<file path="config.mk">
export PLATFORM = sky130hd
export DESIGN_NAME = mul_writeback
export DESIGN_NICKNAME = d
export VERILOG_FILES = /design/src/rtl/mul_writeback.sv
export SDC_FILE = /design/constraint.sdc
export NUM_CORES = 1
export LEC_CHECK = 0
export CAP_MARGIN = 20
export CORE_MARGIN = 2
export CORE_UTILIZATION = 37
export DETAILED_ROUTE_END_ITERATION = 8
export PLACE_DENSITY = 0.65
export SYNTH_ARGS = -nofsm -noshare
export SYNTH_HDL_FRONTEND = slang
export SYNTH_SLANG_ARGS = --single-unit
export TNS_END_PERCENT = 1
</file>
<file path="constraint.sdc">
create_clock -name clk -period 8.65 [get_ports clk]
set_input_delay 1.2975 -clock clk [delete_from_list [all_inputs] [get_ports clk]]
set_output_delay 1.2975 -clock clk [all_outputs]
set_load 0.01 [all_outputs]
</file>
<file path="src/rtl/mul_writeback.sv">
// rtl/mul_writeback.sv - writeback stage for the 64x64 signed multiplier
//
// Accepts one 2*XLEN product per valid/ready handshake and drains it to the
// register-file write port as up to two beats, LO then HI. It also keeps
// architectural HI/LO copies, a sticky overflow flag and a retired counter.
//
// Ports:
//   clk, rst          clock, asynchronous active-high reset
//   in_valid/in_ready product handshake from the multiplier
//   in_product        {HI, LO} product
//   in_overflow       multiplier overflow for this product
//   in_rd_lo/in_rd_hi destinations of LO/HI halves (0 = skip that half)
//   wb_valid/wb_ready writeback beat handshake
//   wb_rd/wb_data     beat destination and data
//   wb_last           final beat of the transaction
//   hi_q/lo_q         HI/LO of the last accepted product
//   ovf_sticky        sticky overflow flag, ovf_clear clears it
//   retired           accepted-product counter (wraps)
//   busy              a transaction is being drained
module mul_writeback #(
  parameter int XLEN  = 64,
  parameter int RD_W  = 5,
  parameter int CNT_W = 16
) (
  input  logic              clk,
  input  logic              rst,
  input  logic              in_valid,
  output logic              in_ready,
  input  logic [2*XLEN-1:0] in_product,
  input  logic              in_overflow,
  input  logic [RD_W-1:0]   in_rd_lo,
  input  logic [RD_W-1:0]   in_rd_hi,
  output logic              wb_valid,
  input  logic              wb_ready,
  output logic [RD_W-1:0]   wb_rd,
  output logic [XLEN-1:0]   wb_data,
  output logic              wb_last,
  output logic [XLEN-1:0]   hi_q,
  output logic [XLEN-1:0]   lo_q,
  output logic              ovf_sticky,
  input  logic              ovf_clear,
  output logic [CNT_W-1:0]  retired,
  output logic              busy
);

  typedef enum logic [1:0] {
    IDLE    = 2'd0,
    SEND_LO = 2'd1,
    SEND_HI = 2'd2
  } state_t;

  state_t          state;
  logic [RD_W-1:0] rd_hi_q;
  logic            accept;

  assign wb_valid = (state != IDLE);
  assign busy     = (state != IDLE);
  // A new product may enter on the same edge that retires the final beat,
  // which gives back-to-back transactions without a bubble.
  assign in_ready = ~rst & ((state == IDLE) | (wb_valid & wb_ready & wb_last));
  assign accept   = in_valid & in_ready;

  always_ff @(posedge clk or posedge rst) begin
    if (rst) begin
      state      <= IDLE;
      rd_hi_q    <= '0;
      wb_rd      <= '0;
      wb_data    <= '0;
      wb_last    <= 1'b0;
      hi_q       <= '0;
      lo_q       <= '0;
      ovf_sticky <= 1'b0;
      retired    <= '0;
    end else begin
      // Set has priority over clear so an overflow is never lost.
      if (accept && in_overflow) begin
        ovf_sticky <= 1'b1;
      end else if (ovf_clear) begin
        ovf_sticky <= 1'b0;
      end

      if (accept) begin
        // hi_q doubles as the pending HI payload: no further product can be
        // accepted until this transaction's last beat retires.
        hi_q    <= in_product[2*XLEN-1:XLEN];
        lo_q    <= in_product[XLEN-1:0];
        rd_hi_q <= in_rd_hi;
        retired <= retired + CNT_W'(1);
        if (in_rd_lo != '0) begin
          state   <= SEND_LO;
          wb_rd   <= in_rd_lo;
          wb_data <= in_product[XLEN-1:0];
          wb_last <= (in_rd_hi == '0);
        end else if (in_rd_hi != '0) begin
          state   <= SEND_HI;
          wb_rd   <= in_rd_hi;
          wb_data <= in_product[2*XLEN-1:XLEN];
          wb_last <= 1'b1;
        end else begin
          state   <= IDLE;
          wb_rd   <= '0;
          wb_data <= '0;
          wb_last <= 1'b0;
        end
      end else if (wb_valid && wb_ready) begin
        if (state == SEND_LO && rd_hi_q != '0) begin
          state   <= SEND_HI;
          wb_rd   <= rd_hi_q;
          wb_data <= hi_q;
          wb_last <= 1'b1;
        end else begin
          state   <= IDLE;
          wb_rd   <= '0;
          wb_data <= '0;
          wb_last <= 1'b0;
        end
      end
    end
  end

endmodule

</file>
==> results.sh <==
export IMPL_layout_commonest_cell="nand2_1"
export IMPL_crit_path_start_kind="input pin"
export IMPL_p_seq_share_pct=37.7
export IMPL_relSlewSlack_pct=32.9
export IMPL_finalSetupTns_ns=0
export IMPL_worstMarginPinSlew_ns=1.01
export IMPL_io_pins=362
export IMPL_setup_viol=0
export IMPL_drtIter0Drc=679
export IMPL_drtPass1Iterations=5
export IMPL_dp_cells=1677
export IMPL_ys_seq_area_share_pct=58.7
export IMPL_ff2ff_setup_slack_ns=5.74
export IMPL_ys_flop_type="dfrtp_1"
export IMPL_num_vias=8910
export IMPL_p_int_w=0.00319
export IMPL_synth_top_area_share_pct=58.7
export IMPL_pwr_share_clk_pct=21.6
export IMPL_power_density_nw_per_um2=343
export IMPL_final_nets=1522
export IMPL_overflow=0
export IMPL_drv_cap=0
export IMPL_hp_start="lo_q[30]"
export IMPL_ys_async_sr_fraction_pct=100
export IMPL_cts_clk_slew_worst_paths_ns=0.05
export IMPL_cts_tree="built"
export IMPL_placed_area_um2=13300
export IMPL_avgSynthCellArea_um2=9.00
export IMPL_dp_hpwl_um=21300
export IMPL_ff2ff_path_depth=4
export IMPL_crit_required_ns=7.35
export IMPL_clock_latency_ns=0.53
export IMPL_h_tree_depth=1
export IMPL_synth_edf_count=0
export IMPL_wl_per_cell_um=18.8
export IMPL_synthTopCellsByArea="dfrtp_1, nand2_1, a22oi_1, nand4_1, nand3_1"
export IMPL_post_route_worst_setup_slack_ns=4.39
export IMPL_syn2layout_area_growth_pct=49.2
export IMPL_rows=58
export IMPL_timing_rr_start="wb_last"
export IMPL_instances_no_fill=1725
export IMPL_post_route_period_util_pct=49.2
export IMPL_die_w_um=164
export IMPL_critPathArrivalTime_ns=2.96
export IMPL_ys_types=38
export IMPL_min_to="lo_q[30]"
export IMPL_ant_nets=0
export IMPL_fin_crit_ns=4.26
export IMPL_drc=0
export IMPL_grt_first_pass_wirelength_um=49800
export IMPL_p_comb_share_pct=40.7
export IMPL_cts_buffer_depth=3
export IMPL_p_leak_nw=6.49
export IMPL_cts_sinks=222
export IMPL_ir_drop_mv=0.188
export IMPL_post_cts_setup_buffers=0
export IMPL_max_clock_freq_mhz=235
export IMPL_viasPerCell=5.17
export IMPL_hp_class="reg -> reg"
export IMPL_outcome="completed"
export IMPL_start_util_pct=37.6
export IMPL_grt_pass1_vias=8864
export IMPL_io_buffers=361
export IMPL_min_path_cells=2
export IMPL_antenna_found_initial=6
export IMPL_cts_root_buffer="clkbuf_16"
export IMPL_rr_endpoint="state[0]"
export IMPL_synth_seq_cells=222
export IMPL_yosysWarningCount=0
export IMPL_crit_type="in -> out"
export IMPL_die_area_um2=26900
export IMPL_core_area_um2=25200
export IMPL_end_kind="output port"
export IMPL_hold_buffers=0
export IMPL_p_switching_w=0.00166
export IMPL_post_route_util_pct=56.1
export IMPL_ctsResizeCount=0
export IMPL_drv_slew=0
export IMPL_synthesis_nets=1198
export IMPL_totalWireLength_um=32500
export IMPL_netlist_area_um2=9470
export IMPL_grt_max_degree=146
export IMPL_finalHoldViolations=0
export IMPL_rsz0062_at_grt="no"
export IMPL_switching_share_pct=34.3
export IMPL_syn_instance_count=1052
export IMPL_globalplace_congestion=0.810
export IMPL_skew_ns=0.0159
export IMPL_cts_made_buffers=25
export IMPL_final_cell_area_um2=14100
export IMPL_final_cell_mix="nand2_1, clkdlybuf4s50_1, dfrtp_1"
export IMPL_yosysTopAreaCell="dfrtp_1"
export IMPL_track_usage_pct=23.6
export IMPL_cp_max_fo=7
export IMPL_die_h_um=164
export IMPL_drive_gt1_share_pct=4.10
export IMPL_dpl_worst_slack_ns=4.24
[metrics by stage]
stage / hold WS (ns) / power, W
floorplan: 0.459 / 0.00257
global placement: 0.458 / 0.00380
detailed placement: 0.461 / 0.00382
CTS: 0.475 / 0.00490
global route: 0.493 / 0.00516
finish: 0.469 / 0.00485
[layer usage]
layer	global-route usage (%)	up-vias	share of wire (%)
met5	0	-	0.055
met4	8.61	2	3.2
met3	7.75	64	9.6
met2	37.5	344	46
met1	30.2	4332	41
li1	-	4168	-
[worst max path at each step]
stage             endpoint      from  depth (start not counted)
2_1_floorplan      hi_q[0]       rst                          1
3_3_place_gp      state[0]       rst                          5
3_5_place_dp   wb_data[33]       rst                          6
4_1_cts           in_ready  wb_ready                          4
5_1_grt           in_ready  wb_ready                          4
6_report          in_ready  wb_ready                          4
[cells in the mapped netlist (2+ instances only)]
cell type	instances
xnor2_1	9
buf_2	28
a21oi_1	5
o21ai_1	2
clkbuf_1	43
o21ai_0	6
dfrtp_1	222
buf_4	2
nand4_1	66
buf_6	3
nor2_1	6
inv_1	6
ha_1	2
a221oi_1	2
nand2_1	479
nand3_1	69
o21a_1	2
and4_1	2
nor3_1	7
a22oi_1	66
and3_1	3
xor2_1	6
[power groups by stage]
stage | combinational (W) | sequential [W] | clock, W
final | 0.00197 | 0.00183 | 0.00105
after global routing | 0.00215 | 0.00188 | 0.00113
after CTS | 0.00200 | 0.00183 | 0.00108
after detailed placement | 0.00199 | 0.00183 | 0
after global placement | 0.00197 | 0.00183 | 0
after floorplan | 0.000583 | 0.00199 | 0
[cell type report]
cell class | count | area (um^2)
fillers | 2310 | 11100
flip-flops and latches | 222 | 5560
repair buffers | 373 | 3750
multi-input cells | 748 | 3570
clock buffers | 36 | 717
well taps | 330 | 413
clock inverters | 5 | 78.8
inverters | 6 | 30.0
diodes | 5 | 12.5
[registers in the layout, summed over array words and instances, names as in the netlist]
register and count:
hi_q 64, lo_q 64, wb_data 64, retired 16, rd_hi_q 5, wb_rd 5, state 2, ovf_sticky 1
wb_last 1
[critical path, cell delays in order]
cell	delay (ns)
clkdlybuf4s50_1	0.54
a2bb2oi_2	0.50
nor2_1	0.09
clkdlybuf4s50_1	0.53
[cell families (layout without fill, tap and decap cells)]
kind of cell               count (synthesis)  in the layout  synth area share, %
AOI/OAI and AO/OA                         88             88                 6.83
xor gates and xnor gates                  15             15                 1.39
adders and majority gates                  2              2                0.264
buffers and inverters                     82            420                 3.94
DFF                                      222            222                 58.7
other                                      0              5                    0
and+or+nand+nor                          643            643                 28.9
(Power assumes the default switching activity.)
